**src/rtl/div_pkg.sv**
```systemverilog
// Shared types for the sequential divider: FSM state encoding and counter sizing.
// Latency and backpressure are properties of div_seq; this package holds no logic.
package div_pkg;

   typedef enum logic [1:0] {
      IDLE = 2'd0,
      RUN  = 2'd1,
      FIX  = 2'd2,
      DONE = 2'd3
   } divState_t;

   // Step counter only needs to reach w-1, so clog2(w) bits suffice.
   function automatic int cntWidth(input int w);
      return (w <= 2) ? 1 : $clog2(w);
   endfunction

endpackage

```
**src/rtl/div_step.sv**
```systemverilog
// One restoring-division step: shift {R,Q} left, trial-subtract |B|, set the quotient bit.
// Purely combinational, zero latency; no handshake, so no backpressure.
module div_step #(
   parameter int WIDTH = 32
) (
   input  logic [WIDTH-1:0] remIn,
   input  logic [WIDTH-1:0] quoIn,
   input  logic [WIDTH-1:0] divisor,
   output logic [WIDTH-1:0] remOut,
   output logic [WIDTH-1:0] quoOut
);

   logic [WIDTH:0] remShift;
   logic [WIDTH:0] trial;
   logic           fits;

   // R < |B| holds between steps, so the shifted remainder never exceeds
   // 2|B|-1 and the top bit of the WIDTH+1 difference is a clean borrow flag.
   always_comb begin
      remShift = {remIn, quoIn[WIDTH-1]};
      trial    = remShift - {1'b0, divisor};
      fits     = ~trial[WIDTH];
      remOut   = fits ? trial[WIDTH-1:0] : remShift[WIDTH-1:0];
      quoOut   = {quoIn[WIDTH-2:0], fits};
   end

endmodule

```
**src/rtl/div_seq.sv**
```systemverilog
// Sequential restoring divider (signed/unsigned) with quotient, remainder and div-by-zero flag.
// Latency WIDTH+2 (1 for divide-by-zero); starts while busy are ignored, not queued.
module div_seq
   import div_pkg::*;
#(
   parameter int WIDTH = 32
) (
   input  logic             clock,
   input  logic             reset,
   input  logic             ctrl_DIV,
   input  logic             ctrl_signed,
   input  logic [WIDTH-1:0] data_operandA,
   input  logic [WIDTH-1:0] data_operandB,
   output logic [WIDTH-1:0] data_result,
   output logic [WIDTH-1:0] data_remainder,
   output logic             data_exception,
   output logic             data_resultRDY,
   output logic             busy
);

   localparam int CW = cntWidth(WIDTH);

   divState_t        state;
   logic [CW-1:0]    cnt;
   logic [WIDTH-1:0] remReg;
   logic [WIDTH-1:0] quoReg;
   logic [WIDTH-1:0] divMag;
   logic             negQ;
   logic             negR;

   logic             signA;
   logic             signB;
   logic [WIDTH-1:0] magA;
   logic [WIDTH-1:0] magB;
   logic [WIDTH-1:0] remNext;
   logic [WIDTH-1:0] quoNext;

   // Magnitude of MIN is 2^(WIDTH-1) as an unsigned value, which is what the
   // datapath needs, so MIN / -1 needs no special handling.
   always_comb begin
      signA = ctrl_signed & data_operandA[WIDTH-1];
      signB = ctrl_signed & data_operandB[WIDTH-1];
      magA  = signA ? (~data_operandA + 1'b1) : data_operandA;
      magB  = signB ? (~data_operandB + 1'b1) : data_operandB;
   end

   div_step #(
      .WIDTH(WIDTH)
   ) uStep (
      .remIn  (remReg),
      .quoIn  (quoReg),
      .divisor(divMag),
      .remOut (remNext),
      .quoOut (quoNext)
   );

   always_ff @(posedge clock) begin
      if (reset) begin
         state          <= IDLE;
         cnt            <= '0;
         remReg         <= '0;
         quoReg         <= '0;
         divMag         <= '0;
         negQ           <= 1'b0;
         negR           <= 1'b0;
         data_result    <= '0;
         data_remainder <= '0;
         data_exception <= 1'b0;
         data_resultRDY <= 1'b0;
         busy           <= 1'b0;
      end else begin
         data_resultRDY <= 1'b0;
         unique case (state)
            IDLE, DONE: begin
               if (ctrl_DIV) begin
                  negQ   <= signA ^ signB;
                  negR   <= signA;
                  divMag <= magB;
                  if (data_operandB == '0) begin
                     data_result    <= '0;
                     data_remainder <= data_operandA;
                     data_exception <= 1'b1;
                     data_resultRDY <= 1'b1;
                     state          <= DONE;
                  end else begin
                     remReg <= '0;
                     quoReg <= magA;
                     cnt    <= '0;
                     busy   <= 1'b1;
                     state  <= RUN;
                  end
               end else begin
                  state <= IDLE;
               end
            end
            RUN: begin
               remReg <= remNext;
               quoReg <= quoNext;
               if (cnt == CW'(WIDTH - 1)) begin
                  state <= FIX;
               end else begin
                  cnt <= cnt + 1'b1;
               end
            end
            FIX: begin
               data_result    <= negQ ? (~quoReg + 1'b1) : quoReg;
               data_remainder <= negR ? (~remReg + 1'b1) : remReg;
               data_exception <= 1'b0;
               data_resultRDY <= 1'b1;
               busy           <= 1'b0;
               state          <= DONE;
            end
            default: state <= IDLE;
         endcase
      end
   end

endmodule

```
**config.mk**
```make
export PLATFORM = sky130hd
export DESIGN_NAME = div_seq
export DESIGN_NICKNAME = d
export VERILOG_FILES = /design/src/rtl/div_pkg.sv /design/src/rtl/div_step.sv /design/src/rtl/div_seq.sv
export SDC_FILE = /design/constraint.sdc
export NUM_CORES = 1
export LEC_CHECK = 0
export CAP_MARGIN = 10
export CORE_UTILIZATION = 55
export CTS_BUF_LIST = sky130_fd_sc_hd__clkbuf_4 sky130_fd_sc_hd__clkbuf_8 sky130_fd_sc_hd__clkbuf_16
export DETAILED_ROUTE_END_ITERATION = 16
export HOLD_SLACK_MARGIN = 0.05
export PLACE_DENSITY = 0.85
export REMOVE_ABC_BUFFERS = 1
export SYNTH_ARGS = -nofsm -noshare
export SYNTH_HDL_FRONTEND = slang
export SYNTH_SLANG_ARGS = --single-unit
```
**constraint.sdc**
```tcl
create_clock -name clock -period 3.95 [get_ports clock]
set_input_delay 0.5925 -clock clock [delete_from_list [all_inputs] [get_ports clock]]
set_output_delay 0.5925 -clock clock [all_outputs]
set_load 0.01 [all_outputs]
```
==> Word-level counts from Yosys, hierarchy flattened <==
Index checks and enable logic that the tools add are counted.
{ "totals": {"inputBits": 68, "n_memories": 0, "latchBits": 0, "ramBits": 0, "reg_bits": 172, "romBits": 0} }
{ "classes": {"order_cmp": 0, "muxes": 34, "eq_ne": 9, "n_mul": 0, "shifts": 0, "bitwise_logic": 8, "div_mod_pow": 0, "add_sub_neg": 6, "n_reduce_logical": 10} }
{ "op_table": {"columns": ["cell", "count"], "rows": [
  ["$mux 32", 13],
  ["$pmux 32 s2", 4],
  ["$add 32x1->32 const B", 4],
  ["$not 32->32", 4],
  ["$sub 33x32->33", 1],
  ["$logic_not 32->1", 1],
  ["$mux 5", 3],
  ["$ne 2x2->1 const B", 5],
  ["$pmux 5 s2", 1],
  ["$reduce_and 3->1", 3],
  ["$mux 1", 6],
  ["$mux 2", 3],
  ["$pmux 1 s2", 3],
  ["$pmux 2 s3", 1],
  ["$add 5x1->5 const B", 1],
  ["$eq 5x5->1 const B", 1],
  ["$eq 2x2->1 const B", 2],
  ["$reduce_and 4->1", 1],
  ["$reduce_bool 2->1", 2],
  ["$and 1x1->1", 2],
  ["$eq 2x1->1 const B", 1],
  ["$logic_not 2->1", 1],
  ["$reduce_and 2->1", 1],
  ["$reduce_or 2->1", 1],
  ["2 further kinds", 2]
]} }

==> Depth between registers and ports, before layout <==
{ "depth": {"word_depth": 6, "depth_mapped": 13, "depth_no_buf": 12} }

==> Hierarchy <==
Synthesis repeated with hierarchy kept, for this count alone.
{ "hier_totals": {"cells_unflattened": 1548, "area_unflattened_um2": 12125.4} }
{ "by_module_without_submodules": {"columns": ["mod", "cells_each", "area_each_um2", "instances"], "rows": [
  ["div_seq", 1211, 9526.6, 1],
  ["div_step", 337, 2598.7, 1]
]} }

==> Least setup slack after synthesis <==
Ideal clock, no wire load.
{ "synth_path": {"path_kind": "input-to-reg", "start": "input port data_operandB[17]", "end": "register remReg[31]", "setup_ps": 116, "arrival_ps": 3376, "required_time_ps": 3834, "slack_ps": 459, "cell_stages": 10, "cell_sequence": "or4_1 > or3_1 > or4_4 > or3_4 > or3_4 > a21oi_2 > or3_2 > buf_6 > o31ai_1 > a31o_1"} }
{ "synth_via": {"elab_chain_len": 3} }
{ "synth_rtl": {"columns": ["element", "line_no", "source"], "rows": [
  ["from (decl)", "div_seq.sv:13", "input logic [WIDTH-1:0] data_operandB,"],
  ["$logic_not 32->1", "div_seq.sv:79", "if (data_operandB == '0) begin"],
  ["$ne 2x2->1 (no source line)", null, null],
  ["$reduce_and 3->1 (no source line)", null, null],
  ["to (signal assigned)", "div_seq.sv:97", "remReg <= remNext;"],
  ["to (decl)", "div_seq.sv:25", "logic [WIDTH-1:0] remReg;"]
]} }
No other way between the ends.
A chain may end at the register's enable or synchronous reset.

==> Worst setup path in the final report <==
{ "layout_path": {"start": "register quoReg[31]", "end": "register remReg[8]"} }
{ "layout_via": {"elab_chain_len": 3} }
{ "layout_rtl": {"columns": ["element", "line_no", "source"], "rows": [
  ["from (decl)", "div_seq.sv:26", "logic [WIDTH-1:0] quoReg;"],
  ["from (signal assigned)", "div_seq.sv:87", "quoReg <= magA;"],
  ["from (signal assigned)", "div_seq.sv:98", "quoReg <= quoNext;"],
  ["$sub 33x32->33", "div_step.sv:21", "trial = remShift - {1'b0, divisor};"],
  ["$mux 32", "div_step.sv:23", "remOut = fits ? trial[WIDTH-1:0] : remShift[WIDTH-1:0];"],
  ["$pmux 32 s2", "div_seq.sv:73", "unique case (state)"]
]} }
No other way between the ends.

==> results_dict.tcl <==
set metrics [dict create \
    dp_hpwl_um 21400 \
    synth_cells 1495 \
    path_class "flip-flop to flip-flop" \
    startpoint_type "flip-flop" \
    cts-root-buf "clkbuf_16" \
    firstDrtPassIters 6 \
    reg2reg_depth 13 \
    maxSlewHeadroom_pct 31.8 \
    cap_violations 0 \
    cts_tree "yes" \
    fmax_mhz 271 \
    startpoint "quoReg[31]" \
    core_area_mm2 0.0198 \
    hold_class "flip-flop to flip-flop" \
    cts_resized 0 \
    portBuffers 134 \
    rows 51 \
    cp_data_required_time_ns 4.26 \
    slew_violations 0 \
    power_uw 7330 \
    switching_power_uw 2980 \
    setup_tns_ns 0 \
    p_per_area_mw_per_mm2 540 \
    p_comb_share_pct 44.5 \
    layout_commonest_cell "nand2_1" \
    setup_viol 0 \
    grt_pass1_wl_um 49100 \
    synth_edf_count 0 \
    switching_share_pct 40.7 \
    die_w_um 145 \
    timing.rr.start "quoReg[31]" \
    syn-cell-area_mm2 0.0113 \
    p_int_uw 4340 \
    setup_slack_ns 0.260 \
    vias 10959 \
    r2r_slack_ns 0.26 \
    chipHeight_um 145 \
    ys_seq_elements 172 \
    final_core_util_pct 68.5 \
    post-route-period-util_pct 93.4 \
    syn_area_per_cell_um2 7.54 \
    insertion_delay_ns 0.44 \
    antenna_cells 0 \
    hold_buffers 0 \
    mostFrequentLayoutCells "nand2_1, dfxtp_1, a21oi_1" \
    r2r_end "remReg[8]" \
    antenna_left 0 \
    vias_per_cell 5.87 \
    critPathCapture "remReg[8]" \
    synth_top_flop_cell "dfxtp_1" \
    period_minus_slack_ns 3.69 \
    end_kind "flip-flop" \
    drive_gt1_share_pct 5.56 \
    outcome "complete, no violations" \
    antenna_found_initial 0 \
    clock-sinks 172 \
    die-area_mm2 0.0211 \
    yosysWarnings 0 \
    ctsHtreeMaxLevel 4 \
    place_ws_ns -0.0835 \
    grt_pass1_vias 10061 \
    start_util_pct 57.0 \
    worstPathMaxFanout 34 \
    regArea_mm2 0.00344 \
    pwr-share-seq_pct 32.0 \
    place_congestion 0.928 \
    p_leak_uw 0.00493 \
    clk_pin_slew_worst_paths_ns 0.07 \
    syn_to_final_growth_pct 20.3 \
    worstMarginPinSlew_ns 1.02 \
    finalHoldViolCount 0 \
    multi_input_area_mm2 0.00726 \
    post_cts_buffers 0 \
    grtUsageTotal_pct 28.0 \
    nets 1697 \
    grt_max_degree 97 \
    rsz0062_at_grt "no" \
    ir_drop_uv 335 \
    drtIter0Drc 759 \
    synthArstFlopShare_pct 0 \
    drc 0 \
    cts_buffer_depth 2 \
    fillerInstances 1619 \
    grt-ovfl-total 0 \
    wl_um 29400 \
    wl_per_cell_um 15.8 \
    synth.yosys.seq_area_share_pct 30.6 \
    yosysUniqueCellTypes 71 \
    critical_path_arrival_ns 4.00 \
    cts_buffers 17 \
    clock-skew-final_ns 0.0104 \
    io_pins 135 \
    fin_hold_ws_ns 0.449 \
    power_frac_clock_pct 23.4 \
]
==> registers in the layout (all words and copies together) (netlist names) <==
register	flops
busy	1
quoReg	32
data_exception	1
data_resultRDY	1
remReg	32
divMag	32
cnt	5
state	2
data_remainder	32
negQ	1
negR	1
data_result	32
==> area by class of cell <==
cell class / instances / share of cell area [%]
multi-input cells: 1173 / 53.6
clock inverters: 12 / 0.997
repair buffers: 171 / 12.7
inverters: 53 / 1.47
clock buffers: 20 / 3.44
flip-flops and latches: 172 / 25.4
well taps: 265 / 2.45
==> stage by stage <==
step / area (um^2) / cells
3_5_place_dp: 13000 / 1834
5_1_grt: 13600 / 1866
4_1_cts: 13600 / 1866
3_3_place_gp: 13000 / 1834
6_report: 13600 / 1866
2_1_floorplan: 10900 / 1398
==> logic make-up (layout without fill, tap and decap cells) <==
kind of cell               count (synthesis)  after routing  share of synthesized area, %
AOI/OAI and AO/OA                        447            447                          24.7
xor gates and xnor gates                 142            142                          11.1
adders and majority gates                 41             41                          4.62
buffers and inverters                    150            256                          5.27
DFF                                      172            172                          30.6
muxes                                     34             34                          3.04
and+or+nand+nor                          509            509                          20.7
==> power groups by stage <==
stage          registers (uW)  logic, uW  clock network [uW]
2_1_floorplan            2330       2190                   0
3_3_place_gp             2360       3150                   0
3_5_place_dp             2380       3210                   0
4_1_cts                  2340       3240                1730
5_1_grt                  2390       3620                1810
6_report                 2350       3260                1720
==> critical path, stage by stage, from the launching register on <==
cell and delay (ns):
dfxtp_1 0.38, inv_1 0.13, ha_1 0.25, fa_1 0.38, nand2b_1 0.21, a21oi_1 0.21, o211ai_1 0.20, o211ai_1 0.41
o22a_1 0.27, a221oi_1 0.18, xnor2_4 0.28, buf_12 0.27, mux2i_1 0.27, o21ai_0 0.11
==> layer usage <==
layer | vias up | global-route usage [%] | routed length (um)
li1 | 5499 | - | -
met2 | 349 | 48.6 | 14400
met3 | 50 | 3.49 | 1460
met5 | - | 0 | 0
met4 | 0 | 9.58 | 625
met1 | 5061 | 35.6 | 12900
==> how the worst min path moves through the flow <==
| stage | to | startpoint | cells past startpoint | slack, ns |
|---|---|---|---|---|
| 6_report | data_result[22] | data_result[22] | 2 | 0.45 |
| 5_1_grt | data_result[16] | data_result[16] | 2 | 0.47 |
| 4_1_cts | data_result[23] | data_result[23] | 2 | 0.45 |
| 3_5_place_dp | data_result[23] | data_result[23] | 2 | 0.44 |
| 3_3_place_gp | data_result[16] | data_result[16] | 2 | 0.44 |
| 2_1_floorplan | divMag[22] | divMag[22] | 2 | 0.43 |
==> Yosys cell counts (all sizes together), types with 12 or more instances <==
| master | instances | area, um^2 |
|---|---|---|
| o31ai | 28 | 210 |
| xor2 | 72 | 631 |
| ha | 40 | 500 |
| or3 | 25 | 168 |
| nand3 | 43 | 215 |
| dfxtp | 172 | 3440 |
| buf | 19 | 100 |
| nor3 | 16 | 85.1 |
| nand2b | 13 | 81.3 |
| clkbuf | 78 | 295 |
| mux2i | 32 | 320 |
| o41ai | 15 | 131 |
| o211ai | 34 | 255 |
| or4 | 22 | 169 |
| xnor2 | 70 | 621 |
| a211oi | 48 | 360 |
| o21ai | 99 | 495 |
| a21oi | 159 | 800 |
| a21o | 12 | 90.1 |
| inv | 52 | 195 |
| nand2 | 230 | 863 |
| nor2 | 110 | 413 |
Note: power is estimated with default switching activity, not from simulation.
